<file path="config.mk">
export PLATFORM = sky130hd
export DESIGN_NAME = uart_rx_ext_flat
export DESIGN_NICKNAME = d
export VERILOG_FILES = /design/src/rtl/uart_rx_ext_if.sv /design/src/rtl/uart_rx_ext.sv /design/src/flat_wrapper.sv
export SDC_FILE = /design/constraint.sdc
export NUM_CORES = 1
export LEC_CHECK = 0
export ABC_AREA = 1
export BUFFER_PORTS_ARGS = -buffer_cell sky130_fd_sc_hd__buf_2
export CAP_MARGIN = 20
export CORE_ASPECT_RATIO = 1.2
export CORE_MARGIN = 8
export CORE_UTILIZATION = 53
export DETAILED_ROUTE_END_ITERATION = 16
export PLACE_DENSITY_LB_ADDON = 0.05
export SYNTH_ARGS = -nofsm -noshare
export SYNTH_HDL_FRONTEND = slang
export SYNTH_SLANG_ARGS = --single-unit
</file>
<file path="constraint.sdc">
create_clock -name clk -period 3 [get_ports clk]
set_input_delay 0.45 -clock clk [delete_from_list [all_inputs] [get_ports clk]]
set_output_delay 0.45 -clock clk [all_outputs]
set_load 0.05 [all_outputs]
</file>
<file path="src/rtl/uart_rx_ext_if.sv">
// FIFO-side bundle of the UART receiver: multi-word head view, pop request and sticky flags.
interface uart_rx_ext_if #(
    parameter int unsigned N         = 4,
    parameter int unsigned DATA_BITS = 8
);
    localparam int unsigned PW = $clog2(N + 1);

    logic [N-1:0][DATA_BITS-1:0] data;
    logic [PW-1:0]               pop;
    logic [PW-1:0]               can_pop;
    logic                        frame_err;
    logic                        parity_err;
    logic                        overrun;
    logic                        err_clr;

    modport slave (
        output data, can_pop, frame_err, parity_err, overrun,
        input  pop, err_clr
    );

    modport master (
        input  data, can_pop, frame_err, parity_err, overrun,
        output pop, err_clr
    );
endinterface

</file>
<file path="src/rtl/uart_rx_ext.sv">
// UART receiver with oversampled majority-vote bit timing, configurable frame format,
// sticky error flags and a circular FIFO that can release up to N words per clock.
module uart_rx_ext #(
    parameter int unsigned CLK_FREQ   = 50_000_000,
    parameter int unsigned BAUDRATE   = 115200,
    parameter int unsigned OVERSAMPLE = 16,
    parameter int unsigned DATA_BITS  = 8,
    parameter int unsigned PARITY     = 0,
    parameter int unsigned STOP_BITS  = 1,
    parameter int unsigned DEPTH      = 4,
    parameter int unsigned N          = 4
) (
    input  logic         clk,
    input  logic         rstn,
    input  logic         rx,
    uart_rx_ext_if.slave bus
);
    localparam int unsigned SAMP = BAUDRATE * OVERSAMPLE;
    localparam int unsigned DIV  = (CLK_FREQ + SAMP / 2) / SAMP;
    localparam int unsigned DW   = (DIV > 1) ? $clog2(DIV) : 1;
    localparam int unsigned PHW  = $clog2(OVERSAMPLE);
    localparam int unsigned AW   = (DEPTH > 1) ? $clog2(DEPTH) : 1;
    localparam int unsigned CW   = AW + 1;
    localparam int unsigned PW   = $clog2(N + 1);

    localparam logic [DW-1:0]  DivLast  = DW'(DIV - 1);
    localparam logic [PHW-1:0] PhS0     = PHW'(OVERSAMPLE / 2 - 1);
    localparam logic [PHW-1:0] PhS1     = PHW'(OVERSAMPLE / 2);
    localparam logic [PHW-1:0] PhS2     = PHW'(OVERSAMPLE / 2 + 1);
    localparam logic [PHW-1:0] PhLast   = PHW'(OVERSAMPLE - 1);
    localparam logic [3:0]     LastData = 4'(DATA_BITS - 1);
    localparam logic [3:0]     LastStop = 4'(STOP_BITS - 1);
    localparam logic [CW-1:0]  NCnt     = CW'(N);
    localparam logic [CW-1:0]  DepthCnt = CW'(DEPTH);

    typedef enum logic [2:0] {StIdle, StStart, StData, StParity, StStop} state_e;

    logic [1:0]           sync_q;
    logic                 rx_prev_q, rx_s, fall;
    logic [DW-1:0]        div_q;
    logic                 tick, vote, vote_now, bit_end, par_exp;
    state_e               state_q, state_d;
    logic [PHW-1:0]       phase_q, phase_d;
    logic [3:0]           bit_q, bit_d;
    logic [1:0]           samp_q, samp_d;
    logic [DATA_BITS-1:0] shift_q, shift_d, word_q, word_d;
    logic                 bad_q, bad_d, push_q, push_d, perr_set, ferr_set;
    logic                 perr_q, ferr_q, ovr_q;

    logic [DATA_BITS-1:0]        mem_q [DEPTH];
    logic [AW-1:0]               rd_ptr_q, wr_ptr_q;
    logic [CW-1:0]               count_q;
    logic [PW-1:0]               can_pop, pop_eff;
    logic                        push_ok, push_acc;
    logic [N-1:0][DATA_BITS-1:0] head;

    assign rx_s     = sync_q[1];
    assign fall     = rx_prev_q & ~rx_s;
    assign tick     = (div_q == DivLast);
    assign vote     = (samp_q[0] & samp_q[1]) | (samp_q[0] & rx_s) | (samp_q[1] & rx_s);
    assign vote_now = tick && (phase_q == PhS2);
    assign bit_end  = tick && (phase_q == PhLast);
    assign par_exp  = (PARITY == 1) ? ~^shift_q : ^shift_q;

    always_ff @(posedge clk or negedge rstn) begin
        if (!rstn) begin
            sync_q    <= 2'b11;
            rx_prev_q <= 1'b1;
            div_q     <= '0;
            state_q   <= StIdle;
            phase_q   <= '0;
            bit_q     <= '0;
            samp_q    <= '0;
            shift_q   <= '0;
            word_q    <= '0;
            bad_q     <= 1'b0;
            push_q    <= 1'b0;
        end else begin
            sync_q    <= {sync_q[0], rx};
            rx_prev_q <= rx_s;
            div_q     <= tick ? '0 : div_q + 1'b1;
            state_q   <= state_d;
            phase_q   <= phase_d;
            bit_q     <= bit_d;
            samp_q    <= samp_d;
            shift_q   <= shift_d;
            word_q    <= word_d;
            bad_q     <= bad_d;
            push_q    <= push_d;
        end
    end

    always_comb begin
        state_d  = state_q;
        phase_d  = phase_q;
        bit_d    = bit_q;
        samp_d   = samp_q;
        shift_d  = shift_q;
        word_d   = word_q;
        bad_d    = bad_q;
        push_d   = 1'b0;
        perr_set = 1'b0;
        ferr_set = 1'b0;
        if (state_q != StIdle && tick) begin
            phase_d = bit_end ? '0 : phase_q + 1'b1;
            if (phase_q == PhS0) samp_d[0] = rx_s;
            if (phase_q == PhS1) samp_d[1] = rx_s;
        end
        unique case (state_q)
            StIdle: begin
                if (fall) begin
                    state_d = StStart;
                    phase_d = '0;
                    bit_d   = '0;
                    bad_d   = 1'b0;
                end
            end
            StStart: begin
                if (vote_now && vote) state_d = StIdle;
                if (bit_end) state_d = StData;
            end
            StData: begin
                if (vote_now) shift_d = {vote, shift_q[DATA_BITS-1:1]};
                if (bit_end) begin
                    bit_d = bit_q + 1'b1;
                    if (bit_q == LastData) begin
                        bit_d   = '0;
                        state_d = (PARITY == 0) ? StStop : StParity;
                    end
                end
            end
            StParity: begin
                if (vote_now && (vote != par_exp)) begin
                    perr_set = 1'b1;
                    bad_d    = 1'b1;
                end
                if (bit_end) state_d = StStop;
            end
            StStop: begin
                if (vote_now) begin
                    if (!vote) begin
                        ferr_set = 1'b1;
                        bad_d    = 1'b1;
                    end
                    // Frame ends at the last stop vote so a following start edge is not missed.
                    if (bit_q == LastStop) begin
                        state_d = StIdle;
                        push_d  = ~bad_q & vote;
                        word_d  = shift_q;
                    end
                end
                if (bit_end) bit_d = bit_q + 1'b1;
            end
            default: state_d = StIdle;
        endcase
    end

    assign can_pop  = (count_q > NCnt) ? PW'(N) : PW'(count_q);
    assign pop_eff  = (bus.pop > can_pop) ? can_pop : bus.pop;
    assign push_ok  = (count_q - CW'(pop_eff)) < DepthCnt;
    assign push_acc = push_q & push_ok;

    always_ff @(posedge clk or negedge rstn) begin
        if (!rstn) begin
            rd_ptr_q <= '0;
            wr_ptr_q <= '0;
            count_q  <= '0;
            perr_q   <= 1'b0;
            ferr_q   <= 1'b0;
            ovr_q    <= 1'b0;
        end else begin
            rd_ptr_q <= rd_ptr_q + AW'(pop_eff);
            wr_ptr_q <= wr_ptr_q + AW'(push_acc);
            count_q  <= count_q - CW'(pop_eff) + CW'(push_acc);
            perr_q   <= perr_set | (perr_q & ~bus.err_clr);
            ferr_q   <= ferr_set | (ferr_q & ~bus.err_clr);
            ovr_q    <= (push_q & ~push_ok) | (ovr_q & ~bus.err_clr);
        end
    end

    always_ff @(posedge clk) begin
        if (push_acc) mem_q[wr_ptr_q] <= word_q;
    end

    always_comb begin
        head = '0;
        for (int i = 0; i < N; i++) begin
            if (PW'(i) < can_pop) head[i] = mem_q[rd_ptr_q + AW'(i)];
        end
    end

    assign bus.data       = head;
    assign bus.can_pop    = can_pop;
    assign bus.frame_err  = ferr_q;
    assign bus.parity_err = perr_q;
    assign bus.overrun    = ovr_q;
endmodule
</file>
<file path="src/flat_wrapper.sv">
// flat-port wrapper written by rule: the top's interface ports become plain ports
module uart_rx_ext_flat 
#(
    parameter int unsigned CLK_FREQ   = 50_000_000,
    parameter int unsigned BAUDRATE   = 115200,
    parameter int unsigned OVERSAMPLE = 16,
    parameter int unsigned DATA_BITS  = 8,
    parameter int unsigned PARITY     = 0,
    parameter int unsigned STOP_BITS  = 1,
    parameter int unsigned DEPTH      = 4,
    parameter int unsigned N          = 4
)
  (clk, rstn, rx, bus_data, bus_can_pop, bus_frame_err, bus_parity_err, bus_overrun, bus_pop, bus_err_clr);
  uart_rx_ext_if #(.N(N), .DATA_BITS(DATA_BITS)) bus_i ();
  input  logic clk;
  input  logic rstn;
  input  logic rx;
  output wire logic [$bits(bus_i.data)-1:0] bus_data;
  output wire logic [$bits(bus_i.can_pop)-1:0] bus_can_pop;
  output wire logic [$bits(bus_i.frame_err)-1:0] bus_frame_err;
  output wire logic [$bits(bus_i.parity_err)-1:0] bus_parity_err;
  output wire logic [$bits(bus_i.overrun)-1:0] bus_overrun;
  input wire logic [$bits(bus_i.pop)-1:0] bus_pop;
  input wire logic [$bits(bus_i.err_clr)-1:0] bus_err_clr;
  assign bus_data = bus_i.data;
  assign bus_can_pop = bus_i.can_pop;
  assign bus_frame_err = bus_i.frame_err;
  assign bus_parity_err = bus_i.parity_err;
  assign bus_overrun = bus_i.overrun;
  assign bus_i.pop = bus_pop;
  assign bus_i.err_clr = bus_err_clr;
  uart_rx_ext #(.CLK_FREQ(CLK_FREQ), .BAUDRATE(BAUDRATE), .OVERSAMPLE(OVERSAMPLE), .DATA_BITS(DATA_BITS), .PARITY(PARITY), .STOP_BITS(STOP_BITS), .DEPTH(DEPTH), .N(N)) u_core (.clk(clk), .rstn(rstn), .rx(rx), .bus(bus_i));
endmodule
</file>
Word level (Yosys, flattened, before mapping)
Memory sizes are Yosys's and may differ from the RTL's.
Index checks and enable logic that the tools add are counted.
- RAM bits: 32
- flip-flop bits (word level): 49
- memories kept: 1
- word-level logic and storage cells: 134
- bits of input ports: 7
- memories (name ; words ; bits a word ; rd ports ; clocked after memory_dff ; wr ports ; line ; source):
    u_core.mem_q ; 4 ; 8 ; 4 ; 0 ; 1 ; uart_rx_ext.sv:50 ; logic [DATA_BITS-1:0] mem_q [DEPTH];
- equality and inequality tests: 21
- $add $sub $neg: 10
- reduce and logical (&&, ||, !) cells: 18
- $lt $le $gt $ge: 7
- mux-type cells: 40
- bitwise logic cells: 19
- operators by type and width (cell ; count):
    $mux 4 ; 8
    $mux 8 ; 4
    $mux 3 ; 10
    $ne 2x1->1 const B ; 8
    $pmux 3 s5 ; 1
    $mux 1 ; 14
    $eq 4x4->1 const B ; 3
    $pmux 4 s3 ; 1
    $and 1x1->1 ; 10
    $reduce_bool 3->1 ; 3
    $add 4x1->4 const B ; 2
    $eq 4x3->1 const B ; 2
    $reduce_xor 8->1 ; 1
    $reduce_and 7->1 ; 1
    $eq 3x2->1 const B ; 2
    $lt 1x3->1 const A ; 2
    $lt 2x3->1 const A ; 2
    $reduce_and 2->1 ; 3
    $add 5x1->5 const B ; 1
    $eq 5x5->1 const B ; 1
    $logic_and 1x1->1 ; 5
    $mux 5 ; 1
    $or 1x1->1 ; 5
    $reduce_and 5->1 ; 1
    20 further kinds ; 24

Longest topological paths before layout
Gate-level depths: netlist of the first run.
- depth in word-level cells: 9
- depth in mapped cells: 19
- depth with buffers taken out: 19

Least setup slack after synthesis of the first run
No wires, ideal clock.
- path type: reg-to-reg
- start: reg u_core.count_q[1]
- end: mem u_core.mem_q[0][0], enable pin
- slack: -1.048 ns
- stages on the path, launching flop included: 16
- arrival time: 3.665 ns
- data required time: 2.617 ns
- buffers on the path: 0
- cell sequence: dfrtp_1 inv_1 nor2_1 inv_1 ha_1 nand2_1 o21ai_0 nand2_1 o21ai_0 ha_1 inv_1 fa_1 xor2_1 inv_1 nand2_1 nor3_1
- word-level cells in the longest chain between the ends: 9
- RTL lines (item ; line ; source):
    from (decl) ; uart_rx_ext.sv:52 ; logic [CW-1:0] count_q;
    from (signal assigned) ; uart_rx_ext.sv:174 ; count_q <= count_q - CW'(pop_eff) + CW'(push_acc);
    $gt 3x3->1 ; uart_rx_ext.sv:158 ; assign can_pop = (count_q > NCnt) ? PW'(N) : PW'(count_q);
    $mux 3 (*) ; uart_rx_ext.sv:158 ;
    via bus_can_pop[1] ; flat_wrapper.sv:19 ; output wire logic [$bits(bus_i.can_pop)-1:0] bus_can_pop;
    $gt 3x3->1 ; uart_rx_ext.sv:159 ; assign pop_eff = (bus.pop > can_pop) ? can_pop : bus.pop;
    $mux 3 (*) ; uart_rx_ext.sv:159 ;
    $sub 3x3->3 (*) ; uart_rx_ext.sv:160 ; assign push_ok = (count_q - CW'(pop_eff)) < DepthCnt;
    $lt 3x3->1 (*) ; uart_rx_ext.sv:160 ;
    $and 1x1->1 (*) ; uart_rx_ext.sv:161 ; assign push_acc = push_q & push_ok;
    $mux 1 (*) ; uart_rx_ext.sv:182 ; if (push_acc) mem_q[wr_ptr_q] <= word_q;
    $mux 1 (implied by the code) (*) ; uart_rx_ext.sv:182 ;
    to (decl) ; uart_rx_ext.sv:50 ;
The timed path passes the listed nets; every way through them passes the cells marked *.

Final worst setup path of the first run
- start: reg u_core.count_q[2]
- end: reg u_core.count_q[2]
- word-level cells in the longest chain between the ends: 8
- RTL lines (item ; line):
    $gt 3x3->1 ; uart_rx_ext.sv:158
    $mux 3 ; uart_rx_ext.sv:158
    $gt 3x3->1 ; uart_rx_ext.sv:159
    $mux 3 ; uart_rx_ext.sv:159
    $sub 3x3->3 (*) ; uart_rx_ext.sv:160, uart_rx_ext.sv:174
    $lt 3x3->1 ; uart_rx_ext.sv:160
    $and 1x1->1 ; uart_rx_ext.sv:161
    $add 3x1->3 (*) ; uart_rx_ext.sv:174
Mark *: on every way between the ends. The rest lies on a longest branch, timed or not.
A chain may end at the register's enable or synchronous reset.

==> impl_metrics.ini, run 1 <==
[run_status]
status = complete, no violations

[routing]
wirelength_um = 8850
drt_iter0_drc = 190
routed_via_density = 5.14
via_count = 3544
wl_per_cell_um = 12.8
ant_nets = 0
drc_errors = 0
drt_pass1_iterations = 5

[cts]
cts.sinks = 81
cts_buffers = 9
cts_max_level = 3
clk_pin_slew_ns = 0.08
cts_tree = built
clk_path_buf_depth = 2
clkLatencyLatePin_ns = 0.35
cts-root-buf = clkbuf_8

[synth]
synth.avg_cell_area_um2 = 8.20
ys_async_sr_fraction_pct = 60.5
yosysUniqueCellTypes = 36
synthCells = 533
yosysMostFrequentCell = nand2_1
syn-num-nets = 556
yosysTopAreaCell = dfrtp_1
ys_seq_elements = 81
ys_top_cells_by_count = nand2_1, nor2_1, o21ai_0
syn_area_um2 = 4370
yosysSeqAreaShare_pct = 50.1
yosysWarningCount = 0
synth_edf_count = 32
synth_flop_cell = dfrtp_1
ys_top_cells_by_area = dfrtp_1, edfxtp_1, nand2_1, o21ai_0, nor2_1
synth_top_area_share_pct = 26.3

[grt]
grt_overflow = 0
grt_pass1_vias = 3479
grt_max_degree = 50
grt_pass1_wl_um = 15300
antenna_found_initial = 0
grt_usage_pct = 16.2

[timing]
setup_viol = 0
finalCritPeriodShare_pct = 96.3
max_freq_ghz = 0.346
min_period_ns = 2.89
grt_setup_unrepaired = true
worst_pin_slew_ns = 0.733
finClkSkew_ns = 0.00835
hold_slack_ns = 0.0352
maxSlewViolCount = 0
maxSlewHeadroom_pct = 51.1
hold_viol_final = 0

[setup_path]
crit_path_start_kind = flip-flop
crit_end = u_core.count_q[2]
crit_chain = nor2_4 > inv_2 > ha_4 > nand2_2 > o21ai_2 > nand2_2 > o21ai_4 > ha_2 > inv_2 > fa_2 > xor2_2 > inv_2 > nand2_4 > inv_4 > ha_4 > ha_4 > xor2_1
critPathMaxStageDelay_ns = 0.45
reg2reg_to = u_core.count_q[2]
rr_startpoint = u_core.count_q[2]
startpoint = u_core.count_q[2]
regToRegSetupSlack_ns = 0.11
criticalPathCategory = reg -> reg
rr_worst_depth = 17
cp_max_fo = 5
crit_arrival_ns = 3.13
required_ns = 3.24
end_kind = flip-flop
cp_slowest_cell = dfrtp_2

[layout]
final_core_util_pct = 64.3
nNetsFinal = 613
drive_above_1_share_pct = 20.8
fillers = 702
fin_area_um2 = 5190
diodes = 0
syn2layout_area_growth_pct = 18.6

[floorplan]
rows = 36
core_area_um2 = 8060
start_util_pct = 54.2
die_width_um = 98.9
dieArea_um2 = 11400
io_pins = 45
die_h_um = 116

[placement]
place_area_um2 = 4890
gp_congestion = 0.835
portBuffers = 44
dp_hpwl_um = 6860

[power]
ir_worst_vdd_mv = 0.430
power_leakage_nw = 2.34
powerDensity_nw_per_um2 = 987

[run]
cap_violations = 0

[hold_path]
hold_path_class = in -> async
## flip-flops by register name, summed over array words and instances (netlist names)
signal and cells:
u_core.sync_q 2, u_core.bus.parity_err 1, u_core.word_q 8, u_core.bad_q 1
u_core.count_q 3, u_core.wr_ptr_q 2, u_core.bus.overrun 1, u_core.mem_q 32
u_core.samp_q 2, u_core.phase_q 4, u_core.div_q 5, u_core.state_q 3
u_core.bus.frame_err 1, u_core.bit_q 4, u_core.push_q 1, u_core.rx_prev_q 1
u_core.shift_q 8, u_core.rd_ptr_q 2
## timing repair
item,in CTS,in global routing
setup buffers,1,2
resized for setup,1,12
endpoints found under the setup margin,35,36
pin swaps,1,11
hold buffers,0,0
## worst min-delay path by stage
stage                     start              endpoint  slack (ns)
6_report                   rstn  u_core.bus.frame_err        0.04
5_1_grt                    rstn     u_core.phase_q[1]        0.07
4_1_cts                      rx      u_core.sync_q[0]        0.19
3_5_place_dp   u_core.sync_q[0]      u_core.sync_q[1]        0.35
3_3_place_gp   u_core.sync_q[0]      u_core.sync_q[1]        0.35
2_1_floorplan              rstn          u_core.bad_q        0.15
## cell type report
class	count	area [um^2]	share of cell area (%)
Sequential cell	81	2190	42.3
Multi-Input combinational cell	369	2000	38.5
Timing Repair Buffer	62	405	7.82
Inverter	67	254	4.90
Clock buffer	10	128	2.46
Tap cell	95	119	2.29
Clock inverter	6	90.1	1.74
## report_power, final
part | internal (mW) | leakage [nW] | switching (mW)
registers | 1.20 | 1.02 | 0.0672
clock network | 0.473 | 0.107 | 0.395
logic | 0.842 | 1.22 | 2.14
## cell usage in the layout, fill, tap and decap left out, drive strengths merged, types with 2 or more instances in the layout
cell    instances
nor3b           3
nand3          17
nor3           22
edfxtp         32
inv            69
o22ai           2
dfrtp          46
clkbuf         10
xor2            6
buf            62
dfstp           3
ha             15
nand4           2
a211oi          3
o21ai          80
bufinv          2
nand2         120
a21oi          10
nor2           81
## worst max-delay path: cells and delay by family (launching register included)
family	cells	cell delay (ns)
compound gates	2	0.28
xor+xnor	2	0.31
fa+ha+maj	5	1.13
buf+inv	4	0.21
flops	1	0.45
simple gates	4	0.39
## logic make-up after synthesis
family                   count (synthesis)  share of synthesized area, %
AND/OR/NAND/NOR                        247                          23.9
AO/OA/AOI/OAI                           97                          11.4
buffers and inverters                   83                          7.47
flip-flops                              81                          50.1
adder cells (fa/ha/maj)                 16                          4.75
XOR/XNOR                                 7                          1.83
multiplexers                             2                         0.486
## per-stage QoR
step	cells	power [mW]	worst slack (ns)	TNS, ns
final	690	5.12	0.112	0
after floorplan	533	3.54	-0.155	-3.62
after detailed placement	670	4.17	-0.113	-1.68
after global placement	670	4.13	0.0553	0
after CTS	687	5.06	0.00490	0
after global routing	690	5.47	-0.0465	-0.0483
## per-layer routing
metal | vias up | GRT usage (%) | part of all wire, %
li1 | 1840 | - | -
met5 | - | 0 | 0
met3 | 13 | 3.06 | 4.4
met2 | 62 | 29.9 | 51
met4 | 0 | 6.46 | 1.6
met1 | 1629 | 18.0 | 43
No activity file was read; power rests on OpenSTA's default activity.
==> inputs of run 2 (changes only) <==
--- a/config.mk
+++ b/config.mk
@@ -5,12 +5,11 @@
 export SDC_FILE = /design/constraint.sdc
 export NUM_CORES = 1
 export LEC_CHECK = 0
-export ABC_AREA = 1
 export BUFFER_PORTS_ARGS = -buffer_cell sky130_fd_sc_hd__buf_2
 export CAP_MARGIN = 20
 export CORE_ASPECT_RATIO = 1.2
 export CORE_MARGIN = 8
-export CORE_UTILIZATION = 53
+export CORE_UTILIZATION = 54
 export DETAILED_ROUTE_END_ITERATION = 16
 export PLACE_DENSITY_LB_ADDON = 0.05
 export SYNTH_ARGS = -nofsm -noshare
==> impl_metrics.ini, run 2 <==
[layout]
multi_input_area_um2 = 2390
final_core_util_pct = 66.8
drive_above_1_share_pct = 42.0
fin_cells = 502
largest_register_ffs = 32
regMostFlops = u_core.mem_q
largestRegisters = u_core.mem_q: 32 flops, u_core.shift_q: 8 flops, u_core.word_q: 8 flops
syn2layout_area_growth_pct = 19.9
layout_commonest_cell = dfrtp_1
final_cell_mix = dfrtp_1, buf_2, mux4_2, edfxtp_1, nor2b_1
diodes = 0
ff_latch_area_um2 = 2190
fin_area_um2 = 5420
fillers = 601
nNetsFinal = 425

[cts]
clk_pin_slew_ns = 0.08
cts.sinks = 81
cts-root-buf = clkbuf_8
cts_tree = built
cts_max_level = 3
cts_buffers = 9
clkLatencyLatePin_ns = 0.35
clk_path_buf_depth = 2

[timing]
hold_viol_final = 0
hold_slack_ns = 0.203
maxSlewViolCount = 0
maxSlewHeadroom_pct = 50.0
setup_viol = 36
finalCritPeriodShare_pct = 108
finClkSkew_ns = 0.00916
max_freq_ghz = 0.309
min_period_ns = 3.24
worst_pin_slew_ns = 0.751
fin_ws_ns = -0.240
grt_setup_unrepaired = true

[floorplan]
io_pins = 45
rows = 36
die_width_um = 99.5
die_h_um = 116
dieArea_um2 = 11600
core_area_um2 = 8110
start_util_pct = 55.7

[setup_path]
startpoint = u_core.count_q[2]
end_kind = flip-flop
required_ns = 3.06
rr_startpoint = u_core.count_q[2]
rr_worst_depth = 14
crit_path_start_kind = flip-flop
crit_end = u_core.mem_q[0][7]
crit_arrival_ns = 3.30
reg2reg_to = u_core.mem_q[0][7]
criticalPathCategory = reg -> reg
cp_max_fo = 8
regToRegSetupSlack_ns = -0.24

[synth]
yosysWarningCount = 0
syn-num-nets = 356
yosysTopAreaCell = dfrtp_1
ys_top_cells_by_count = dfrtp_1, edfxtp_1, mux4_2
synth_top_area_share_pct = 25.5
yosysMostFrequentCell = dfrtp_1
yosysUniqueCellTypes = 53
synth.avg_cell_area_um2 = 13.6
ys_top_cells_by_area = dfrtp_1, edfxtp_1, mux4_2, mux2_2, ha_1
yosysSeqAreaShare_pct = 48.5
synth_edf_count = 32
ys_async_sr_fraction_pct = 60.5
ys_seq_elements = 81
synthCells = 333
synth_flop_cell = dfrtp_1
syn_area_um2 = 4520

[routing]
via_count = 2890
wirelength_um = 8800
drt_iter0_drc = 89
drt_pass1_iterations = 4
ant_nets = 0
wl_per_cell_um = 17.5
routed_via_density = 5.76
drc_errors = 0

[power]
seq_power_share_pct = 25.3
share_comb_of_total_power_pct = 60.3
powerDensity_nw_per_um2 = 915
ir_worst_vdd_mv = 0.397
p_int_mw = 2.64
clock_power_share_pct = 14.3
power_leakage_nw = 2.29
switching_share_pct = 46.8
p_switching_mw = 2.32

[hold_path]
hold_path_class = in -> reg

[run]
cap_violations = 0

[grt]
grt_usage_pct = 16.0
grt_max_degree = 50
grt_overflow = 0
grt_pass1_wl_um = 14600
antenna_found_initial = 0
grt_pass1_vias = 2883

[placement]
portBuffers = 44
place_area_um2 = 5100
dp_hpwl_um = 6450
gp_congestion = 0.810
dp.cells = 481
place_ws_ns = -0.314

[run_status]
status = complete, but fails checks
violations = negative setup slack
run 2: cell count changes in the layout (fill, tap and decap cells not counted), moves of 12 or more:
| cell | delta |
|---|---|
| nor2b_1 | +30 |
| nor2_1 | -53 |
| mux2_2 | +18 |
| mux4_2 | +32 |
| o21ai_1 | -12 |
| nand2_1 | -105 |
| o21ai_0 | -59 |
| nor3_1 | -13 |
| inv_1 | -41 |
run 2: cell type report:
cell class	count	share of cell area (%)
multi-input cells	219	44.1
flip-flops and latches	81	40.4
repair buffers	72	8.64
clock buffers	10	2.54
well taps	95	2.19
inverters	19	1.32
clock inverters	6	0.809
run 2: kinds of logic after synthesis:
kind of cell               share of synthesized area [%]
AOI/OAI and AO/OA                                   4.87
xor gates and xnor gates                            3.88
adders and majority gates                           4.82
buffers and inverters                               3.05
DFF                                                 48.5
muxes                                               21.1
and+or+nand+nor                                     13.8
run 2: how the worst min path moves through the flow:
stage                          start                to  slack, ns  cells after the start
global route                      rx  u_core.sync_q[0]       0.18                      1
global placement    u_core.sync_q[0]  u_core.sync_q[1]       0.35                      0
finish                            rx  u_core.sync_q[0]       0.20                      1
floorplan                       rstn      u_core.bad_q       0.15                      0
detailed placement  u_core.sync_q[0]  u_core.sync_q[1]       0.35                      0
CTS                               rx  u_core.sync_q[0]       0.19                      1
run 2: metal layers:
metal / wire length [um] / global-route usage (%) / vias to the layer above
met5: 0 / 0 / -
met1: 3850 / 19.4 / 1448
met3: 379 / 4.17 / 10
met2: 4450 / 27.0 / 60
met4: 127 / 5.97 / 0
li1: - / - / 1372
run 2: what timing repair did:
item                       CTS  global route
gates cloned                 0             0
hold endpoints to repair     0            10
setup endpoints to repair   37            37
resized for setup           13             3
hold buffers                 0             1
setup buffers                1             3
run 2: worst max-delay path, cell delays in order (launching register included):
cell and delay (ns):
dfrtp_1 0.39, inv_2 0.09, nand2_4 0.06, ha_4 0.27, nor2b_4 0.13, o21ai_2 0.07
a32oi_4 0.25, nand2_1 0.10, o21ai_2 0.08, ha_2 0.19, inv_2 0.03, fa_2 0.33
or3_4 0.43, a2111oi_4 0.34, buf_6 0.19
run 2: metrics by stage:
stage / TNS (ns) / total power [mW]
finish: -7.79 / 4.95
global route: -12.55 / 5.24
CTS: -7.26 / 4.98
detailed placement: -10.74 / 4.20
global placement: -7.50 / 4.16
floorplan: -16.54 / 3.59
run 2: power groups by stage:
stage	registers, mW	logic (mW)	clock network [mW]
6_report	1.26	2.99	0.710
5_1_grt	1.26	3.20	0.778
4_1_cts	1.25	2.99	0.730
3_3_place_gp	1.27	2.89	0
2_1_floorplan	1.27	2.32	0
3_5_place_dp	1.27	2.92	0
